===== config.mk =====
export PLATFORM = sky130hd
export DESIGN_NAME = memory_fifo_ctrl_flat
export DESIGN_NICKNAME = d
export VERILOG_FILES = /design/src/rtl/mem_fifo_pkg.sv /design/src/rtl/memory_if.sv /design/src/rtl/mem_fifo_obuf.sv /design/src/rtl/memory_fifo_ctrl.sv /design/src/flat_wrapper.sv
export SDC_FILE = /design/constraint.sdc
export NUM_CORES = 1
export LEC_CHECK = 0
export CELL_PAD_IN_SITES_DETAIL_PLACEMENT = 0
export CELL_PAD_IN_SITES_GLOBAL_PLACEMENT = 1
export CORE_MARGIN = 3
export CORE_UTILIZATION = 32
export CTS_CLUSTER_DIAMETER = 120
export CTS_CLUSTER_SIZE = 28
export DETAILED_ROUTE_END_ITERATION = 6
export PLACE_DENSITY_LB_ADDON = 0.1
export SYNTH_ARGS = -nofsm -noshare
export SYNTH_HDL_FRONTEND = slang
export SYNTH_SLANG_ARGS = --single-unit
export TNS_END_PERCENT = 100

===== constraint.sdc =====
create_clock -name clk -period 4.62 [get_ports clk]
set_input_delay 0.924 -clock clk [delete_from_list [all_inputs] [get_ports clk]]
set_output_delay 0.924 -clock clk [all_outputs]
set_load 0.1 [all_outputs]

===== src/rtl/mem_fifo_pkg.sv =====
// Shared payload type and sizing helpers for the memory-backed FIFO.
// Latency: n/a (types and constants only).
// Backpressure: n/a.
package mem_fifo_pkg;

  typedef logic [31:0] data_t;

  // Entries held after the memory, in the registered output buffer.
  localparam int OB_DEPTH = 2;

  // Occupancy counter width: memory entries + one in-flight read + output buffer.
  function automatic int cnt_w(input int depth);
    return $clog2(depth + OB_DEPTH + 1);
  endfunction

endpackage


===== src/rtl/memory_if.sv =====
// One port of a single-clock memory: enable, write enable, address, write and read data.
// Latency: read_data is valid the cycle after an enabled read.
// Backpressure: none; the memory accepts every enabled access.
interface memory_if #(
  parameter int ADDR_W = 4
);
  import mem_fifo_pkg::*;

  logic              enable;
  logic              wr_en;
  logic [ADDR_W-1:0] addr;
  data_t             write_data;
  data_t             read_data;

  // Controller side drives the access, memory side returns read data.
  modport src (output enable, wr_en, addr, write_data, input read_data);
  modport snk (input enable, wr_en, addr, write_data, output read_data);

endinterface


===== src/rtl/mem_fifo_obuf.sv =====
// Two-entry registered output buffer fed by memory read data, drained as valid/ready.
// Latency: captured data is visible on o_dat the cycle after capture.
// Backpressure: none on capture; the controller only issues reads it has room for.
module mem_fifo_obuf
  import mem_fifo_pkg::*;
(
  input  logic       clk,
  input  logic       rst_n,
  input  logic       i_cap_vld,
  input  data_t      i_cap_dat,
  output logic       o_vld,
  input  logic       i_rdy,
  output data_t      o_dat,
  output logic [1:0] o_cnt
);

  data_t      r_dat0;
  data_t      r_dat1;
  logic [1:0] r_cnt;
  logic       w_pop;

  assign o_vld = (r_cnt != 2'd0);
  assign o_dat = r_dat0;
  assign o_cnt = r_cnt;
  assign w_pop = o_vld && i_rdy;

  // Head lives in r_dat0; a pop shifts r_dat1 forward, a capture fills the first free slot.
  always_ff @(posedge clk or negedge rst_n) begin
    if (!rst_n) begin
      r_dat0 <= '0;
      r_dat1 <= '0;
      r_cnt  <= 2'd0;
    end else begin
      case ({w_pop, i_cap_vld})
        2'b01: begin
          if (r_cnt == 2'd0) r_dat0 <= i_cap_dat;
          else               r_dat1 <= i_cap_dat;
          r_cnt <= r_cnt + 2'd1;
        end
        2'b10: begin
          r_dat0 <= r_dat1;
          r_cnt  <= r_cnt - 2'd1;
        end
        2'b11: begin
          if (r_cnt == 2'd1) begin
            r_dat0 <= i_cap_dat;
          end else begin
            r_dat0 <= r_dat1;
            r_dat1 <= i_cap_dat;
          end
        end
        default: ;
      endcase
    end
  end

endmodule


===== src/rtl/memory_fifo_ctrl.sv =====
// FIFO controller using a dual-port memory as storage, with a 2-entry registered pop buffer.
// Latency: push fire N -> read issue N+1 -> read data N+2 -> pop_valid N+3 on an empty FIFO.
// Backpressure: push_ready drops when the memory is full; reads stall while the buffer is full.
// Optional high-water mark (peak_clr/peak_count) is built when MEM_FIFO_PEAK_EN is defined.
module memory_fifo_ctrl
  import mem_fifo_pkg::*;
#(
  parameter  int DEPTH  = 16,
  localparam int ADDR_W = $clog2(DEPTH),
  localparam int CNT_W  = cnt_w(DEPTH)
) (
  input  logic             clk,
  input  logic             rst_n,
  input  logic             push_valid,
  output logic             push_ready,
  input  data_t            push_data,
  output logic             pop_valid,
  input  logic             pop_ready,
  output data_t            pop_data,
  output logic [CNT_W-1:0] count,
  memory_if.src            mem_wr,
  memory_if.src            mem_rd
`ifdef MEM_FIFO_PEAK_EN
  ,
  input  logic             peak_clr,
  output logic [CNT_W-1:0] peak_count
`endif
);

  localparam logic [ADDR_W:0] MEM_FULL = DEPTH[ADDR_W:0];

  logic [ADDR_W-1:0] r_wr_ptr;
  logic [ADDR_W-1:0] r_rd_ptr;
  logic [ADDR_W:0]   r_mem_cnt;
  logic              r_inflight;
  logic              r_run;
  logic [1:0]        w_ob_cnt;
  logic              w_push_fire;
  logic              w_pop_fire;
  logic              w_rd_go;

  // Port A never reads.
  logic w_unused;
  assign w_unused = ^mem_wr.read_data;

  // r_run keeps push_ready low until the first clock after reset release.
  assign push_ready  = r_run && (r_mem_cnt != MEM_FULL);
  assign w_push_fire = push_valid && push_ready;
  assign w_pop_fire  = pop_valid && pop_ready;

  // Issue a read only if the buffer has room for it once this cycle's pop and any in-flight read land.
  assign w_rd_go = (r_mem_cnt != '0) &&
                   (({1'b0, w_ob_cnt} + {2'b00, r_inflight}) < (3'd2 + {2'b00, w_pop_fire}));

  assign mem_wr.enable     = w_push_fire;
  assign mem_wr.wr_en      = w_push_fire;
  assign mem_wr.addr       = r_wr_ptr;
  assign mem_wr.write_data = w_push_fire ? push_data : '0;

  assign mem_rd.enable     = w_rd_go;
  assign mem_rd.wr_en      = 1'b0;
  assign mem_rd.addr       = r_rd_ptr;
  assign mem_rd.write_data = '0;

  assign count = CNT_W'(r_mem_cnt) + CNT_W'(r_inflight) + CNT_W'(w_ob_cnt);

  // Pointers wrap naturally at DEPTH; mem_cnt tracks entries written but not yet read.
  always_ff @(posedge clk or negedge rst_n) begin
    if (!rst_n) begin
      r_wr_ptr   <= '0;
      r_rd_ptr   <= '0;
      r_mem_cnt  <= '0;
      r_inflight <= 1'b0;
      r_run      <= 1'b0;
    end else begin
      r_run      <= 1'b1;
      r_inflight <= w_rd_go;
      if (w_push_fire) r_wr_ptr <= r_wr_ptr + 1'b1;
      if (w_rd_go)     r_rd_ptr <= r_rd_ptr + 1'b1;
      r_mem_cnt <= r_mem_cnt + {{ADDR_W{1'b0}}, w_push_fire} - {{ADDR_W{1'b0}}, w_rd_go};
    end
  end

  mem_fifo_obuf u_obuf (
    .clk       (clk),
    .rst_n     (rst_n),
    .i_cap_vld (r_inflight),
    .i_cap_dat (mem_rd.read_data),
    .o_vld     (pop_valid),
    .i_rdy     (pop_ready),
    .o_dat     (pop_data),
    .o_cnt     (w_ob_cnt)
  );

`ifdef MEM_FIFO_PEAK_EN
  // High-water mark of total occupancy; a clear reloads the current count.
  always_ff @(posedge clk or negedge rst_n) begin
    if (!rst_n) begin
      peak_count <= '0;
    end else if (peak_clr) begin
      peak_count <= count;
    end else if (count > peak_count) begin
      peak_count <= count;
    end
  end
`endif

endmodule


===== src/flat_wrapper.sv =====
// flat-port wrapper written by rule: the top's interface ports become plain ports
module memory_fifo_ctrl_flat import mem_fifo_pkg::*;
#(
  parameter  int DEPTH  = 16,
  localparam int ADDR_W = $clog2(DEPTH),
  localparam int CNT_W  = cnt_w(DEPTH)
)
  (clk, rst_n, push_valid, push_ready, push_data, pop_valid, pop_ready, pop_data, count, mem_wr_enable, mem_wr_wr_en, mem_wr_addr, mem_wr_write_data, mem_wr_read_data, mem_rd_enable, mem_rd_wr_en, mem_rd_addr, mem_rd_write_data, mem_rd_read_data);
  memory_if #(.ADDR_W($clog2(DEPTH))) mem_wr_i ();
  memory_if #(.ADDR_W($clog2(DEPTH))) mem_rd_i ();
  input  logic clk;
  input  logic rst_n;
  input  logic push_valid;
  output logic push_ready;
  input  data_t push_data;
  output logic pop_valid;
  input  logic pop_ready;
  output data_t pop_data;
  output logic [CNT_W-1:0] count;
  output wire logic [$bits(mem_wr_i.enable)-1:0] mem_wr_enable;
  output wire logic [$bits(mem_wr_i.wr_en)-1:0] mem_wr_wr_en;
  output wire logic [$bits(mem_wr_i.addr)-1:0] mem_wr_addr;
  output wire logic [$bits(mem_wr_i.write_data)-1:0] mem_wr_write_data;
  input wire logic [$bits(mem_wr_i.read_data)-1:0] mem_wr_read_data;
  output wire logic [$bits(mem_rd_i.enable)-1:0] mem_rd_enable;
  output wire logic [$bits(mem_rd_i.wr_en)-1:0] mem_rd_wr_en;
  output wire logic [$bits(mem_rd_i.addr)-1:0] mem_rd_addr;
  output wire logic [$bits(mem_rd_i.write_data)-1:0] mem_rd_write_data;
  input wire logic [$bits(mem_rd_i.read_data)-1:0] mem_rd_read_data;
  assign mem_wr_enable = mem_wr_i.enable;
  assign mem_wr_wr_en = mem_wr_i.wr_en;
  assign mem_wr_addr = mem_wr_i.addr;
  assign mem_wr_write_data = mem_wr_i.write_data;
  assign mem_wr_i.read_data = mem_wr_read_data;
  assign mem_rd_enable = mem_rd_i.enable;
  assign mem_rd_wr_en = mem_rd_i.wr_en;
  assign mem_rd_addr = mem_rd_i.addr;
  assign mem_rd_write_data = mem_rd_i.write_data;
  assign mem_rd_i.read_data = mem_rd_read_data;
  memory_fifo_ctrl #(.DEPTH(DEPTH)) u_core (.clk(clk), .rst_n(rst_n), .push_valid(push_valid), .push_ready(push_ready), .push_data(push_data), .pop_valid(pop_valid), .pop_ready(pop_ready), .pop_data(pop_data), .count(count), .mem_wr(mem_wr_i), .mem_rd(mem_rd_i));
endmodule

[After elaboration in Yosys (flattened, before gate mapping)]
Index checks and enable logic that the tools add are counted.
Operators by class
  $add $sub $neg: 10
  order comparisons: 1
  eq/ne operators: 8
  mux-type cells: 8
  reduce and logical (&&, ||, !) cells: 12
Operator list (count)
  $mux W32: 5
  $pmux W32 S3: 1
  $pmux W32 S2: 1
  $add A5 B1 Y5: 2
  $add A4 B1 Y4 const B: 2
  $ne A2 B2 Y1 const B: 3
  $reduce_bool A2 Y1: 3
  $add A5 B2 Y5: 1
  $ne A5 B5 Y1 const B: 1
  $reduce_bool A5 Y1: 1
  $sub A5 B1 Y5: 1
  $eq A2 B1 Y1 const B: 2
  $eq A2 B2 Y1 const B: 2
  $logic_and A1 B1 Y1: 4
  $pmux W2 S2: 1
  $add A2 B1 Y3: 1
  $add A2 B1 Y3 const A: 1
  $lt A3 B3 Y1: 1
  $reduce_and A3 Y1: 1
  $reduce_bool A3 Y1: 1
  $add A2 B1 Y2 const B: 1
  $logic_not A2 Y1: 1
  $reduce_and A2 Y1: 1
  $sub A2 B1 Y2 const B: 1
Word-level totals
  register bits: 81
  input port bits: 100
  output and inout bits: 115
  logic and storage cells: 47

[Logic depth before layout (Yosys ltp)]
Gate-level depths: netlist of run 1.
  depth in word-level cells: 6
  gate-level depth with buffers: 15
  depth with buffers taken out: 13

[Cells and area by module]
Synthesis of run 1 repeated with hierarchy kept, for this count alone.
Unflattened totals
  cell total of the unflattened synthesis: 423
  area total of the unflattened synthesis: 4539.4 sq um
Modules (own cells, without submodules)
  mem_fifo_obuf: times used 1, cells each 274, area each 3108.0 sq um, seq. area each 1651.6 sq um
  memory_fifo_ctrl: times used 1, cells each 149, area each 1431.4 sq um, seq. area each 375.4 sq um

[Worst setup path before layout of run 1]
OpenSTA, ideal clock, no wires.
  kind: input to register
  start point: in pop_ready
  end point: reg u_core.r_mem_cnt[4]
  library setup time: 0.080 ns
  data arrival time: 3.704 ns
  data required time: 4.540 ns
  slack: 0.836 ns
  stages on the path: 11
  path buffers: 0
  path through: or3b_4 > a221oi_4 > ha_1 > inv_1 > ha_1 > inv_1 > fa_1 > inv_1 > a21oi_1 > o21bai_1 > xnor2_1
Between the ends
  cells in the longest elaborated chain, start to end: 5
RTL lines
  start, declared: line flat_wrapper.sv:17  | input logic pop_ready;
  $logic_and A1 B1 Y1: line memory_fifo_ctrl.sv:49  | assign w_pop_fire = pop_valid && pop_ready;
  $add A2 B1 Y3: line memory_fifo_ctrl.sv:53  | (({1'b0, w_ob_cnt} + {2'b00, r_inflight}) < (3'd2 + {2'b00, w_pop_fire}));
  $lt A3 B3 Y1: line memory_fifo_ctrl.sv:53
  $logic_and A1 B1 Y1: line memory_fifo_ctrl.sv:52  | assign w_rd_go = (r_mem_cnt != '0) &&
  via mem_rd_enable: line flat_wrapper.sv:25  | output wire logic [$bits(mem_rd_i.enable)-1:0] mem_rd_enable;
  $sub A5 B1 Y5: line memory_fifo_ctrl.sv:80  | r_mem_cnt <= r_mem_cnt + {{ADDR_W{1'b0}}, w_push_fire} - {{ADDR_W{1'b0}}, w_rd_go};
  end signal, assigned: line memory_fifo_ctrl.sv:80
  end, declared: line memory_fifo_ctrl.sv:34  | logic [ADDR_W:0] r_mem_cnt;
The timed path passes the listed nets, and every way through them passes these cells.
A chain may end at the register's enable or synchronous reset.

[Worst setup path after layout of run 1]
  start point: reg u_core.r_inflight
  end point: out count[0]
Between the ends
  cells in the longest elaborated chain, start to end: 2
RTL lines
  start, declared: line memory_fifo_ctrl.sv:35  | logic r_inflight;
  start signal, assigned: line memory_fifo_ctrl.sv:77  | r_inflight <= w_rd_go;
  $add A5 B1 Y5: line memory_fifo_ctrl.sv:65  | assign count = CNT_W'(r_mem_cnt) + CNT_W'(r_inflight) + CNT_W'(w_ob_cnt);
  $add A5 B2 Y5: line memory_fifo_ctrl.sv:65
  end, declared: line flat_wrapper.sv:19  | output logic [CNT_W-1:0] count;
Every way passes these cells.

==> summary.txt, run 1 <==
Cells and area
  – Final-layout fill cell count: 1163
  – NumNets Final: 643
  – Non-filler instance count after layout: 696
  – N_diodes: 0
  – Synth-to-layout area growth: 43.4%
  – Fraction of layout cells with a size suffix above 1: 0.189
  – Post-layout instance area: between 5000 and 6000 um2

Timing
  – Worst max-slew margin expressed relative to the limit: 0.313
  – Setup total negative slack: 0 ps
  – Number of failing hold endpoints at the final stage: 0
  – Unrepaired setup endpoints after global routing: no
  – Setup-violating endpoint count in the final report: 0
  – Final worst-path cycle share: 0.760
  – Max Clock Freq: between 0.2 and 0.3 GHz
  – Worst slew pin tran: 1030 ps
  – Worst-case clock skew: 6.27 ps
  – Max-slew violation count: 0
  – Clock period minus final worst setup slack: about 3500 ps

Synthesis
  – Gate count after technology mapping: 379
  – Multiplexer share of the synthesized area: 0.0929
  – Post-Synthesis Cell Area: 4120 um2
  – Post-synthesis share of cell area spent on full adders, half adders and majority gates: 0.0662
  – Share of the synthesized netlist area taken by xor and xnor gates: 0.0319
  – Area fraction in and, or, nand and nor cells after synthesis: 0.0947
  – Count of distinct cell types in the synthesized netlist: 27
  – Compound-gate portion of the synthesized area: 0.122
  – Average cell area after synthesis: approximately 11 um2
  – Dominant combinational cell family by area after synthesis: compound AO/OA/AOI/OAI gates
  – Number of warning messages in the yosys log: 0
  – Register bit total from synthesis: just over 80
  – Sequential element share of the synthesized area: 0.492

Worst hold path
  – Path category of the worst min-delay check: flop to flop

Setup path
  – Sequence of cells on the critical path: inv_1 > fa_1 > inv_1 > clkdlybuf4s50_1
  – CP max FO: 5
  – Delay-heaviest family, CP: buffers and inverters
  – Endpoint type of the worst setup path: output pin
  – Number of buffers and inverters on the critical path: 3
  – Most Frequent Cell on Critical Path: sky130_fd_sc_hd__inv_1
  – Worst EP arrival: 2590 ps
  – Highest cell delay on the worst timing path: 1160 ps
  – Sort of element at the start of the critical path: flop
  – Setup CP Type: flop to output pin
  – Endpoint required time on the critical path: 3700 ps
  – Cell at the slowest stage of the critical path: sky130_fd_sc_hd__clkdlybuf4s50_1

GRT
  – Total congestion overflow after global routing: 0
  – Wire length of the first global-routing pass: 15700 um
  – Initial antenna violation count: 0
  – Total global-route track usage: 0.136
  – Number of global-route vias before repair: 3001
  – Largest net degree at the start of global routing: 82

Routing
  – # DRC: 0
  – Vias: 3066
  – Total Wirelength: 9650 um
  – Via density: approximately 4.4
  – Iteration-0 DRC Markers: 122
  – DRT antenna net count: 0
  – Initial DRT Pass Iterations: 4
  – Post-DR wirelength/cell: about 14 um

Clock tree
  – CTS hold repair buffers: 0
  – Post-CTS setup buffer count: 0
  – Clk slew on worst S/H paths: 60 ps
  – CTS Root Buffer Type: sky130_fd_sc_hd__clkbuf_16
  – Inserted Clock Buffers: 9
  – CTS tree: yes
  – Depth of the CTS H-tree: 3
  – Total of cells resized after clock tree synthesis: 0
  – Clock latency on the worst-skew pair: 330 ps
  – Clk sink count: 81
  – Maximum buffer depth of the clock tree: 2

Floorplan
  – Area enclosed by the die boundary: between 10000 and 15000 um2
  – Row cnt: 40
  – Top Ports: 215
  – Die height: 119 um
  – Initial Utilization: 0.335
  – Area of the core region: 12300 um2
  – Die extent in x: approximately 120 um

Place
  – Input/output buffers: between 100 and 150
  – Post-DP Area: 5570 um2
  – Placed wire-length estimate: 6720 um
  – Number of instances in the placed design: between 600 and 700
  – Routability-driven placement congestion ratio: around 0.7

Flow run
  – Maximum capacitance violations: 0

Run status
  – Run status: completed
## final cells by class
cell class | count | area, um2 | share of cell area
tap | 168 | 210 | 0.0356
multi-input combinational | 258 | 1830 | 0.310
clock inverter | 5 | 85.1 | 0.0144
clock buffer | 11 | 253 | 0.0428
inverter | 19 | 71.3 | 0.0121
sequential | 81 | 2030 | 0.343
timing repair buffer | 154 | 1430 | 0.242
## sequential cells by signal, indices dropped and copies added, names as in the netlist
name,count
u_core.mem_rd.addr,4
u_core.mem_wr.addr,4
u_core.r_inflight,1
u_core.r_mem_cnt,5
u_core.r_run,1
u_core.u_obuf.o_cnt,2
u_core.u_obuf.o_dat,32
u_core.u_obuf.r_dat1,32
## cells in the final DEF, fill, tap and decap left out, drive strengths merged, types with 5 or more instances in the layout
cell           count
xor2               5
dfrtp             81
inv               20
a22oi             32
and2              32
xnor2             10
o21ai             35
nand2             40
mux2              34
conb              34
buf               45
clkdlybuf4s50    109
clkbuf            11
ha                17
## metrics by stage
stage / utilization / setup WS (ps) / hold WS [ps]
after floorplan: - / 836 / 480
after global placement: 0.452 / 959 / 460
after detailed placement: 0.452 / 948 / 465
after CTS: 0.480 / 1060 / 478
after global routing: 0.480 / 1000 / 497
final: 0.480 / 1110 / 469
## worst paths after layout
check | start | endpoint | slack (ps) | cells past startpoint
worst max-delay path | u_core.r_inflight | count[0] | 1110 | 4
worst max register to register | u_core.u_obuf.o_cnt[1] | u_core.r_mem_cnt[4] | 1560 | 13
worst min-delay path | u_core.mem_rd.addr[3] | u_core.mem_rd.addr[3] | 470 | 1
min in group asynchronous | rst_n | u_core.u_obuf.o_dat[16] | 770 | 1
max in group asynchronous | rst_n | u_core.mem_rd.addr[1] | 3190 | 1
worst min register to register | u_core.mem_rd.addr[3] | u_core.mem_rd.addr[3] | 470 | 1
## routing by layer
metal	share of wire	GRT usage	vias to the layer above
met5	0	0	-
li1	-	-	1498
met3	0.056	0.0372	10
met1	0.43	0.180	1464
met4	0.011	0.0344	0
met2	0.50	0.220	94
## synth_stat cells
cell / count / share of area
sky130_fd_sc_hd__dfrtp_1: 81 / 0.49
sky130_fd_sc_hd__nand2_1: 40 / 0.036
sky130_fd_sc_hd__buf_4: 34 / 0.062
sky130_fd_sc_hd__mux2_2: 34 / 0.093
sky130_fd_sc_hd__o21ai_0: 34 / 0.041
sky130_fd_sc_hd__a22oi_1: 32 / 0.058
sky130_fd_sc_hd__and2_1: 32 / 0.049
sky130_fd_sc_hd__inv_1: 19 / 0.017
sky130_fd_sc_hd__ha_1: 17 / 0.052
sky130_fd_sc_hd__clkbuf_1: 12 / 0.011
sky130_fd_sc_hd__xnor2_1: 10 / 0.021
sky130_fd_sc_hd__buf_2: 7 / 0.0085
sky130_fd_sc_hd__xor2_1: 5 / 0.011
sky130_fd_sc_hd__fa_1: 3 / 0.015
sky130_fd_sc_hd__a21o_1: 2 / 0.0036
sky130_fd_sc_hd__a21oi_1: 2 / 0.0024
sky130_fd_sc_hd__a31oi_1: 2 / 0.0030
sky130_fd_sc_hd__conb_1: 2 / 0.0018
sky130_fd_sc_hd__nand4_1: 2 / 0.0030
sky130_fd_sc_hd__nor2b_1: 2 / 0.0030
sky130_fd_sc_hd__a21oi_2: 1 / 0.0021
sky130_fd_sc_hd__a221oi_4: 1 / 0.0064
sky130_fd_sc_hd__nor2_1: 1 / 0.00091
sky130_fd_sc_hd__o211ai_1: 1 / 0.0018
sky130_fd_sc_hd__o21ai_1: 1 / 0.0012
sky130_fd_sc_hd__o21bai_1: 1 / 0.0018
sky130_fd_sc_hd__or3b_4: 1 / 0.0027
## cells by family after synthesis
kind of cell    Yosys count
compound gates           77
mux                      34
buf+inv                  72
simple gates             78
other cells               2
flops                    81
fa+ha+maj                20
xor+xnor                 15
Power of run 1 is left out: the tool's default activity adds up to more than one toggle a clock period on the data nets, which glitch-free logic cannot reach.
==> inputs of run 2 (changes only) <==
CORE_UTILIZATION = 29   (was 32)
clock period = 3.47 ns   (was 4.62 ns; I/O delays follow)
==> run 2 against run 1 <==
Effect of this change: core utilization fell by 0.97 points; design area rose by 7.9%; clock-buffer cell count fell by 2; die area rose by 9.8%; worst hold slack improved by 8.9 ps.
==> summary.txt, run 2 (same netlist as run 1, synthesis figures left out) <==
Timing
  – Worst-case clock skew: 6.94 ps (+0.666 ps)
  – Setup-violating endpoint count in the final report: 0 (unchanged)
  – Max-slew violation count: 0 (unchanged)
  – Clock period minus final worst setup slack: between 2000 and 3000 ps
  – Worst hold slack: 478 ps (+8.89 ps)
  – Number of failing hold endpoints at the final stage: 0 (unchanged)
  – Worst slew pin tran: 1040 ps (+12.1 ps)
  – Final worst-path cycle share: 0.855
  – PnR worst setup slack: 502 ps (-606 ps)
  – Unrepaired setup endpoints after global routing: no
  – Worst max-slew margin expressed relative to the limit: 0.305 (-0.00806)
  – Max Clock Freq: 0.337 GHz

Floorplan
  – Die height: 125 um (+4.8%)
  – Die extent in x: 125 um (+4.8%)
  – Top Ports: 215 (unchanged)
  – Row cnt: 42 (+5.0%)
  – Area of the core region: 13600 um2 (+10%)
  – Initial Utilization: 0.304 (-0.0308)
  – Area enclosed by the die boundary: 15700 um2 (+9.8%)

Clock tree
  – Maximum buffer depth of the clock tree: 2 (unchanged)
  – Depth of the CTS H-tree: 3 (unchanged)
  – Inserted Clock Buffers: 9 (unchanged)
  – Clk sink count: 81 (unchanged)
  – CTS tree: yes
  – Clock latency on the worst-skew pair: 330 ps (about the same)
  – Total of cells resized after clock tree synthesis: 0 (unchanged)
  – Post-CTS setup buffer count: 0 (unchanged)
  – CTS hold repair buffers: 0 (unchanged)
  – Clk slew on worst S/H paths: 60 ps (about the same)
  – CTS Root Buffer Type: sky130_fd_sc_hd__clkbuf_16

Place
  – Input/output buffers: 149 (unchanged)
  – Routability-driven placement congestion ratio: 0.703 (+0.27%)
  – Placement-stage worst setup slack: 236 ps (-712 ps)
  – Post-DP Area: 6050 um2 (+8.6%)
  – Placed wire-length estimate: 7400 um (+10%)

Setup path
  – Cell at the slowest stage of the critical path: sky130_fd_sc_hd__clkdlybuf4s50_1
  – Startpoint of the most critical register-to-register path: u_core.u_obuf.o_cnt[1]
  – Sequence of cells on the critical path: clkdlybuf4s50_1 > or3b_4 > a221oi_4 > buf_4 > buf_12
  – End of the worst register-to-register path: u_core.r_mem_cnt[4]
  – Sort of element at the start of the critical path: primary input
  – Delay-heaviest family, CP: buffers and inverters
  – Worst EP arrival: 2270 ps (-320 ps)
  – Setup CP Type: primary input to output pin
  – Endpoint required time on the critical path: 2780 ps (-920 ps)
  – Highest cell delay on the worst timing path: 500 ps (-660 ps)
  – Register-to-Register Setup Slack: 670 ps (-890 ps)
  – Number of cells on the worst reg-to-reg path: 13 (unchanged)
  – Endpoint type of the worst setup path: output pin
  – CP max FO: 6 (+1)
  – Number of buffers and inverters on the critical path: 3 (unchanged)

Run status
  – Run status: completed

Routing
  – DRT antenna net count: 0 (unchanged)
  – # DRC: 0 (unchanged)
  – Vias: 3129 (+2.1%)
  – Initial DRT Pass Iterations: 4 (unchanged)
  – Via density: 4.43 (+0.61%)
  – Total Wirelength: 10200 um (+5.2%)
  – Iteration-0 DRC Markers: 179 (+47%)
  – Post-DR wirelength/cell: 14.4 um (+3.7%)

Cells and area
  – Most frequent standard cell in the layout excluding fill and tap cells: sky130_fd_sc_hd__clkdlybuf4s50_1
  – Commonest non-fill, non-tap cells in the layout: 95 x sky130_fd_sc_hd__clkdlybuf4s50_1, 81 x sky130_fd_sc_hd__dfrtp_1, 40 x sky130_fd_sc_hd__nand2_1, 38 x sky130_fd_sc_hd__buf_12
  – Synth-to-layout area growth: 54.7%
  – Final-layout fill cell count: 1272 (+9.4%)
  – N_diodes: 0 (unchanged)
  – NumNets Final: 645 (+0.31%)
  – Fraction of layout cells with a size suffix above 1: 0.225 (+0.0351)
  – Post-layout instance area: 6370 um2 (+7.9%)

GRT
  – Global-route track usage on met2: 0.206 (-0.0141)
  – Global Route met3 Usage: 0.0661 (+0.0289)
  – Routing layer with the top usage in global route: met2
  – Total congestion overflow after global routing: 0 (unchanged)
  – GR met1 Demand/Resource: 0.160 (-0.0202)
  – Wire length of the first global-routing pass: 16700 um (+6.8%)
  – Number of global-route vias before repair: 3237 (+7.9%)
  – Total global-route track usage: 0.132 (-0.00354)
  – Initial antenna violation count: 0 (unchanged)
  – Largest net degree at the start of global routing: 82 (unchanged)

Worst hold path
  – Path category of the worst min-delay check: flop to flop
  – Terminating pin of the worst hold path: u_core.u_obuf.o_dat[24]
  – Worst hold path startpoint: u_core.u_obuf.o_dat[24]
  – Count of cells along the worst hold path: 2 (+1)

Flow run
  – Maximum capacitance violations: 0 (unchanged)
run 2: changes by cell type in the layout (fill, tap and decap cells not counted):
| cell | before | now |
|---|---|---|
| sky130_fd_sc_hd__ha_2 | 0 | 1 |
| sky130_fd_sc_hd__xnor2_1 | 10 | 9 |
| sky130_fd_sc_hd__fa_1 | 3 | 2 |
| sky130_fd_sc_hd__fa_2 | 0 | 1 |
| sky130_fd_sc_hd__xnor2_2 | 0 | 1 |
| sky130_fd_sc_hd__buf_12 | 0 | 38 |
| sky130_fd_sc_hd__ha_1 | 17 | 16 |
| sky130_fd_sc_hd__buf_4 | 45 | 23 |
| sky130_fd_sc_hd__clkdlybuf4s50_1 | 109 | 95 |
| sky130_fd_sc_hd__inv_6 | 1 | 2 |
| sky130_fd_sc_hd__clkinvlp_4 | 1 | 2 |
| sky130_fd_sc_hd__clkbuf_8 | 2 | 0 |
run 2: how the worst max path moves through the flow:
stage	startpoint	to	slack (ps)	depth (start not counted)
5_1_grt	u_core.u_obuf.o_cnt[1]	u_core.r_mem_cnt[4]	410	13
3_5_place_dp	pop_ready	u_core.r_mem_cnt[4]	240	12
3_3_place_gp	pop_ready	u_core.r_mem_cnt[4]	260	12
4_1_cts	pop_ready	mem_rd_enable	480	5
6_report	pop_ready	mem_rd_enable	500	5
2_1_floorplan	u_core.u_obuf.o_cnt[0]	u_core.r_mem_cnt[4]	-40	12
run 2: per-layer routing:
metal  share of wire  wire length [um]
met5               0                 0
met4          0.0095                97
met3            0.12              1240
met2            0.48              4840
met1            0.39              3980
run 2: tightest hold or removal path, cell delays in order, from the launching register on:
cell                      delay, ps
sky130_fd_sc_hd__dfrtp_1        340
sky130_fd_sc_hd__nand2_1         50
sky130_fd_sc_hd__o21ai_0         60
run 2: cell type report:
| type | count | area [um2] | area share |
|---|---|---|---|
| clock inverters | 7 | 101 | 0.0159 |
| flip-flops and latches | 81 | 2030 | 0.318 |
| repair buffers | 156 | 1880 | 0.296 |
| multi-input cells | 258 | 1850 | 0.289 |
| well taps | 176 | 220 | 0.0345 |
| clock buffers | 9 | 225 | 0.0353 |
| inverters | 19 | 71.3 | 0.0112 |
run 2: stage by stage:
step / setup TNS, ps / utilization / cells
6_report: 0 / 0.470 / 706
2_1_floorplan: -39.4 / - / 411
4_1_cts: 0 / 0.470 / 706
3_5_place_dp: 0 / 0.446 / 690
3_3_place_gp: 0 / 0.446 / 690
5_1_grt: 0 / 0.470 / 706
Power of run 2 is left out for the same reason.
